$ cat config.mk
export PLATFORM = sky130hd
export DESIGN_NAME = ahb_slave_mem
export DESIGN_NICKNAME = d
export VERILOG_FILES = /design/src/rtl/ahb_slave_mem.sv
export SDC_FILE = /design/constraint.sdc
export NUM_CORES = 2
export LEC_CHECK = 0
export CAP_MARGIN = 25
export CORE_MARGIN = 3
export CORE_UTILIZATION = 57
export CTS_CLUSTER_SIZE = 40
export DETAILED_ROUTE_END_ITERATION = 8
export PLACE_DENSITY = 0.84
export RECOVER_POWER = 25
export SLEW_MARGIN = 25
export SYNTH_ARGS = -nofsm -noshare
export SYNTH_HDL_FRONTEND = slang
export SYNTH_SLANG_ARGS = --single-unit
$ cat constraint.sdc
create_clock -name hclk -period 64.5 [get_ports hclk]
set_input_delay 9.675 -clock hclk [delete_from_list [all_inputs] [get_ports hclk]]
set_output_delay 9.675 -clock hclk [all_outputs]
set_load 0.05 [all_outputs]
$ cat src/rtl/ahb_slave_mem.sv
// ahb_slave_mem: word-addressed AHB-style memory slave with programmable data-phase wait states.
// Define AHB_SLAVE_MEM_ERR_EN to enable the two-cycle ERR1/ERR2 error response for bad addresses.
module ahb_slave_mem #(
  parameter logic [3:0] SLAVE_ID    = 4'b0001,
  parameter int         ADDR_W      = 6,
  parameter int         WAIT_STATES = 0
) (
  input  logic        hclk,
  input  logic        hreset,
  input  logic [3:0]  sel,
  input  logic [31:0] haddr,
  input  logic        hwrite,
  input  logic        hready,
  input  logic [31:0] hwdata,
  output logic [31:0] hrdata,
  output logic        hreadyout,
  output logic        hresp
);
  localparam int         DEPTH = 1 << ADDR_W;
  localparam logic [3:0] WS    = 4'(WAIT_STATES);

  typedef enum logic [2:0] {
    S_IDLE = 3'd0,
    S_WAIT = 3'd1,
    S_DATA = 3'd2
`ifdef AHB_SLAVE_MEM_ERR_EN
    , S_ERR1 = 3'd3,
    S_ERR2 = 3'd4
`endif
  } state_t;

`ifdef AHB_SLAVE_MEM_ERR_EN
  localparam state_t S_ERR_ENTRY = S_ERR1;
`else
  localparam state_t S_ERR_ENTRY = S_IDLE;
`endif

  state_t            state, next_state;
  logic [3:0]        cnt, next_cnt;
  logic [ADDR_W-1:0] idx, new_idx, rd_idx;
  logic              wr;
  logic              accept, open_st, start, err_flag;
  logic              load_rd, mem_we, ready_next;
  logic [31:0]       rd_val;
  logic [31:0]       mem [DEPTH];

  assign new_idx = haddr[ADDR_W+1:2];
  assign accept  = hready && (sel == SLAVE_ID) && hreadyout;

`ifdef AHB_SLAVE_MEM_ERR_EN
  assign err_flag = (haddr[1:0] != 2'b00) || (haddr[31:ADDR_W+2] != '0);
`else
  // Without error checking the byte offset and high address bits are simply dropped (wrap).
  logic unused_addr;
  assign unused_addr = ^{haddr[31:ADDR_W+2], haddr[1:0]};
  assign err_flag    = 1'b0;
`endif

  // Next-state, wait counter and read-path decode.
  always_comb begin
    next_state = state;
    next_cnt   = cnt;
    open_st    = 1'b0;
    start      = 1'b0;
    case (state)
      S_IDLE, S_DATA: open_st = 1'b1;
      S_WAIT: begin
        next_cnt = cnt - 4'd1;
        if (cnt == 4'd1) begin
          next_state = S_DATA;
        end else begin
          next_state = S_WAIT;
        end
      end
`ifdef AHB_SLAVE_MEM_ERR_EN
      S_ERR1: next_state = S_ERR2;
      S_ERR2: open_st = 1'b1;
`endif
      default: next_state = S_IDLE;
    endcase

    // IDLE, DATA and ERR2 all accept a new transfer at their closing edge.
    if (open_st) begin
      if (accept) begin
        start = 1'b1;
        if (err_flag) begin
          next_state = S_ERR_ENTRY;
        end else if (WS != 4'd0) begin
          next_state = S_WAIT;
          next_cnt   = WS;
        end else begin
          next_state = S_DATA;
        end
      end else begin
        next_state = S_IDLE;
      end
    end else begin
      start = 1'b0;
    end

    if (start) begin
      rd_idx = new_idx;
    end else begin
      rd_idx = idx;
    end

    if (next_state == S_DATA) begin
      if (start) begin
        load_rd = !hwrite;
      end else begin
        load_rd = !wr;
      end
    end else begin
      load_rd = 1'b0;
    end

    mem_we = (state == S_DATA) && wr;
    // A write closing on this edge must be visible to a read loaded on the same edge.
    if (mem_we && (idx == rd_idx)) begin
      rd_val = hwdata;
    end else begin
      rd_val = mem[rd_idx];
    end

`ifdef AHB_SLAVE_MEM_ERR_EN
    ready_next = (next_state != S_WAIT) && (next_state != S_ERR1);
`else
    ready_next = (next_state != S_WAIT);
`endif
  end

  // State, counter, latched transfer attributes and registered outputs.
  always_ff @(posedge hclk or posedge hreset) begin
    if (hreset) begin
      state     <= S_IDLE;
      cnt       <= 4'd0;
      idx       <= '0;
      wr        <= 1'b0;
      hreadyout <= 1'b1;
      hrdata    <= 32'h0;
    end else begin
      state     <= next_state;
      cnt       <= next_cnt;
      hreadyout <= ready_next;
      if (start) begin
        idx <= new_idx;
        wr  <= hwrite;
      end
      if (load_rd) begin
        hrdata <= rd_val;
      end
    end
  end

  // Storage array; cleared by reset so an abandoned write never lands.
  always_ff @(posedge hclk or posedge hreset) begin
    if (hreset) begin
      for (int i = 0; i < DEPTH; i++) begin
        mem[i] <= 32'h0;
      end
    end else if (mem_we) begin
      mem[idx] <= hwdata;
    end
  end

`ifdef AHB_SLAVE_MEM_ERR_EN
  // Error response is high across both error cycles.
  always_ff @(posedge hclk or posedge hreset) begin
    if (hreset) begin
      hresp <= 1'b0;
    end else begin
      hresp <= (next_state == S_ERR1) || (next_state == S_ERR2);
    end
  end
`else
  assign hresp = 1'b0;
`endif

endmodule

== Word level (Yosys, flattened, before mapping) ==
Cells that the tools add are included.
Word-level totals
  register bits: 2095
  input port bits: 72
  output and inout port bits: 34
  logic and storage cells: 109
Operators by class
  add/subtract/negate cells: 1
  $lt $le $gt $ge: 3
  equal/unequal tests: 7
  muxes and demuxes: 17
  bitwise operators: 2
  reduce and logical (&&, ||, !) cells: 9
Operator list (count)
  2048-bit bitwise mux: 1
  32-bit binary-select mux with 6-bit select: 1
  32-bit demux with 6-bit select: 1
  32-bit two-way mux: 4
  7-bit >= comparator (second input constant): 2
  6-bit inverter with 7-bit output: 2
  4-bit by 1-bit == test with 1-bit output (second input constant): 2
  7-bit by 1-bit < comparator with 1-bit output (second input constant): 1
  3-bit by 2-bit == test with 1-bit output (second input constant): 2
  6-bit == test: 1
  6-bit two-way mux: 1
  3-bit case mux with 2 select lines: 1
  1-bit logical AND: 5
  1-bit two-way mux: 5
  2-bit two-way mux: 2
  4-bit by 1-bit subtractor with 4-bit output (second input constant): 1
  3-bit by 1-bit == test with 1-bit output (second input constant): 1
  3-bit zero test: 1
  3-bit two-way mux: 1
  3-bit by 1-bit inequality test with 1-bit output (second input constant): 1
  1-bit zero test: 2
  2-bit OR reduction: 1

== Logic depth before layout (Yosys ltp) ==
  depth after elaboration: 11
  mapped depth: 13
  gate-level depth less buffers: 9

== Worst setup path after synthesis ==
No wires, ideal clock.
  path kind: input-to-reg
  from: input sel[1]
  to: register hrdata[14]
  library setup time: 0.142 ns
  arrival time: 11.857 ns
  required time: 64.358 ns
  setup slack: 52.501 ns
  stages: 10
  buffers on the path: 1
  path through: or3b_1 > buf_6 > nor2_8 > mux2i_4 > clkinv_2 > a21oi_2 > a311oi_1 > or4_1 > o211ai_1 > a41oi_1
On the way
  word-level cells in the longest chain between the ends: 11
  elaborated cells between the ends (all ways): 18
  those cells by class: eq/ne (3); mux (11); bitwise (1); reduce/logical (3)
RTL lines
  start, declared: RTL line 10  | input logic [3:0] sel,
  4-bit by 1-bit == test with 1-bit output (*): RTL line 48  | assign accept = hready && (sel == SLAVE_ID) && hreadyout;
  1-bit logical AND (*) (2 in series): RTL line 48
  1-bit two-way mux: RTL line 84  | if (accept) begin
  1-bit two-way mux: RTL line 83  | if (open_st) begin
  6-bit two-way mux: RTL line 101  | if (start) begin
  6-bit inverter with 7-bit output (implied by the code): RTL line 122  | rd_val = mem[rd_idx];
  32-bit binary-select mux with 6-bit select: RTL line 122
  32-bit two-way mux (implied by the code) (2 in series): RTL line 122
  32-bit two-way mux: RTL line 119  | if (mem_we && (idx == rd_idx)) begin
  end signal, assigned: RTL line 150  | hrdata <= rd_val;
  end, declared: RTL line 15  | output logic [31:0] hrdata,
Mark *: on every way between the ends. The rest lies on a longest branch, timed or not. The select of a mux whose other input is x is not followed.
A chain may end at the register's enable or synchronous reset.

==> impl_metrics.csv <==
group,metric,value,unit
clocking,cts_max_level,4,
layout,final_net_count,7513,
routing,drtPass1Iterations,7,
worst_setup_path,end_kind,"asynchronous set/reset pin",
global_route,antenna_found_initial,12,
sta,slew-limit-headroom,-127.3,%
routing,routedWlPerCell,29.33,µm
yosys,synth_edf_count,0,
yosys,synth_area_per_cell,12.44,µm²
clocking,clkTransAtPathRegs,0.06,ns
placement,dp_hpwl,156100,µm
layout,layout-drive-gt1-share,35.41,%
global_route,grt_max_degree,197,
yosys,yosysSeqAreaShare,54.39,%
yosys,synth_largest_area_cell,"dfrtp_1",
clocking,clkLatencyLatePin,0.87,ns
floorplanning,core_area,167600,µm²
power,p_per_area,30.72,nW/µm²
global_route,grt_pass1_wl,432700,µm
layout,area_delta_synth_final,9.267,%
floorplanning,start_util,57.49,%
routing,drc,0,
clocking,cts_resized,0,
flow_run,cap_violations,25,
worst_setup_path,start_kind,"primary input",
yosys,synth_nets,7816,
clocking,cts_buffers,200,
sta,final_max_slew_viol_count,1651,
placement,place_congestion,0.8824,
floorplanning,die_y,417.1,µm
routing,num_vias,67896,
yosys,yosysMostFrequentCell,"dfrtp_1",
sta,hold_viol,0,
power,total_power,3234,µW
yosys,ys_warn_count,0,
sta,fin_ws,49.39,ns
layout,design_area,105300,µm²
routing,drt_iter0_drc,7717,
clocking,cts_setup_buffers,0,
sta,fmax,66.20,MHz
yosys,synth_ff_type,"dfrtp_1",
sta,post-route-period-util,23.42,%
clocking,clockBufferDepth,3,
worst_setup_path,ff2ff_path_depth,12,
worst_setup_path,critPathKind,"in2async",
yosys,syn_inst,7742,
clocking,clock-sinks,2094,
min_path,hold_depth,1,
yosys,synth_top_area_share,54.36,%
routing,vias_per_cell,6.918,
floorplanning,boundaryPins,106,
floorplanning,die-area,174000,µm²
floorplanning,fp.dieW,417.1,µm
worst_setup_path,worstPathArrival,15.95,ns
power,p_leak,0.04799,µW
clocking,root_buffer,"clkbuf_16",
sta,rsz0062_at_grt,"no",
yosys,synthDistinctLibCells,91,
yosys,synth_area_leaders,"dfrtp_1 54%, mux2_2 24%, mux2i_1 3.5%, nand2_1 3.4%, clkbuf_1 1.7%",
placement,placed_area,98460,µm²
placement,io_buffers,78,
global_route,grt_pass1_vias,70419,
layout,fin_util,62.81,%
worst_setup_path,required,65.35,ns
sta,tns,0,ns
clocking,postCtsHoldBufs,0,
sta,worst_clock_skew,0.03341,ns
worst_setup_path,crit_fanout,74,
clocking,cts_tree,"done",
routing,routed_wl,287900,µm
routing,drtAntennaViolNets,0,
global_route,track_usage,32.74,%
sta,worst_pin_slew,3.410,ns
sta,post-route-min-period,15.11,ns
yosys,async_flop_share,100.0,%
run_status,status,"complete, but fails checks",
power,vdd.ir_drop.worst,0.02114,mV
floorplanning,num_rows,150,
yosys,synthTopCellsByCount,"2,093 x dfrtp_1, 2,048 x mux2_2, 885 x nand2_1",
global_route,grt_overflow,0,
yosys,ys_ff_latch,2094,
yosys,synthesis.area,96350,µm²
sta,setup-violations-final,0,
min_path,hold_path.class,"reg2reg",
placement,post-place-ws,48.53,ns
run_status,violations,"capacitance limit, slew limit",
## power by group
part | internal (µW) | switching, µW
combinational | 191 | 439
clock | 694 | 515
sequential | 1360 | 37.1
total | 2240 | 991
## critical path, cell delays in order
cell	delay (ns)
dlygate4sd3_1	0.54
clkinvlp_2	0.68
buf_4	0.82
buf_4	0.85
buf_4	0.75
buf_4	0.79
buf_4	0.77
buf_4	0.86
## sequential cells by signal, summed over array words and instances, names as in the netlist
signal	flops
mem	2048
hreadyout	1
hrdata	32
cnt	4
state	2
idx	6
wr	1
## stage by stage
stage	std cells	hold slack [ns]
detailed placement	9436	0.4582
floorplan	7742	0.4427
global route	9809	0.4758
CTS	9804	0.4701
global placement	9435	0.4620
finish	9814	0.4722
## area by class of cell
type                    count  area (µm²)
diodes                      5       12.51
fillers                 11704       62320
multi-input cells        4863       41110
repair buffers            268        2147
clock inverters            50       670.6
inverters                  12       65.06
well taps                2204        2758
flip-flops and latches   2094       52400
clock buffers             318        6111
## path summary, 6_finish.rpt
check,start,slack [ns],end
worst max-delay path,hreset,49.39,mem[962]$_DFFE_PP0P_
worst min-delay path,cnt[3]$_DFFE_PP0N_,0.47,cnt[3]$_DFFE_PP0N_
worst max register to register,state[0]$_DFF_PP0_,58.48,hrdata[9]$_DFFE_PP0P_
worst min register to register,cnt[3]$_DFFE_PP0N_,0.47,cnt[3]$_DFFE_PP0N_
max in group hclk,sel[0],49.57,hrdata[9]$_DFFE_PP0P_
min in group asynchronous,hreset,9.51,mem[438]$_DFFE_PP0P_
## layout by cell type, fill, tap and decap left out, types with 38 or more instances in the layout
| cell type | netlist | routed |
|---|---|---|
| clkbuf_8 | 0 | 62 |
| nor2_1 | 75 | 41 |
| a211oi_1 | 133 | 133 |
| dfrtp_1 | 2093 | 2093 |
| a22o_1 | 63 | 63 |
| o211ai_1 | 70 | 70 |
| clkdlybuf4s50_1 | 0 | 45 |
| buf_4 | 27 | 150 |
| a221oi_1 | 55 | 55 |
| a31oi_1 | 94 | 94 |
| clkbuf_1 | 448 | 80 |
| nand2_1 | 885 | 851 |
| and3_1 | 160 | 160 |
| o22ai_1 | 150 | 148 |
| nand3_1 | 144 | 144 |
| mux2i_1 | 333 | 333 |
| mux2_2 | 2048 | 2047 |
| clkbuf_16 | 0 | 202 |
| o221ai_1 | 42 | 42 |
| a21oi_1 | 214 | 212 |
| o21ai_0 | 38 | 38 |
## logic make-up (layout without fill, tap and decap cells)
| group | count (synthesis) | after routing | synth area share, % |
|---|---|---|---|
| buffers and inverters | 785 | 648 | 3.456 |
| DFF | 2094 | 2094 | 54.39 |
| muxes | 2382 | 2382 | 27.42 |
| and+or+nand+nor | 1366 | 1366 | 6.384 |
| xor gates and xnor gates | 9 | 9 | 0.08182 |
| AOI/OAI and AO/OA | 1103 | 1103 | 8.241 |
| other | 1 | 6 | 0.003892 |
| adders and majority gates | 2 | 2 | 0.02597 |
## layer usage
layer  up-vias  part of all wire, %  global-route usage [%]
met1     35031                   36                   40.03
met3      1283                   11                   8.449
li1      27463                    -                       -
met2      4111                   46                   51.60
met4         8                  7.7                   21.51
met5         -                0.018                       0
(Power assumes the default switching activity.)
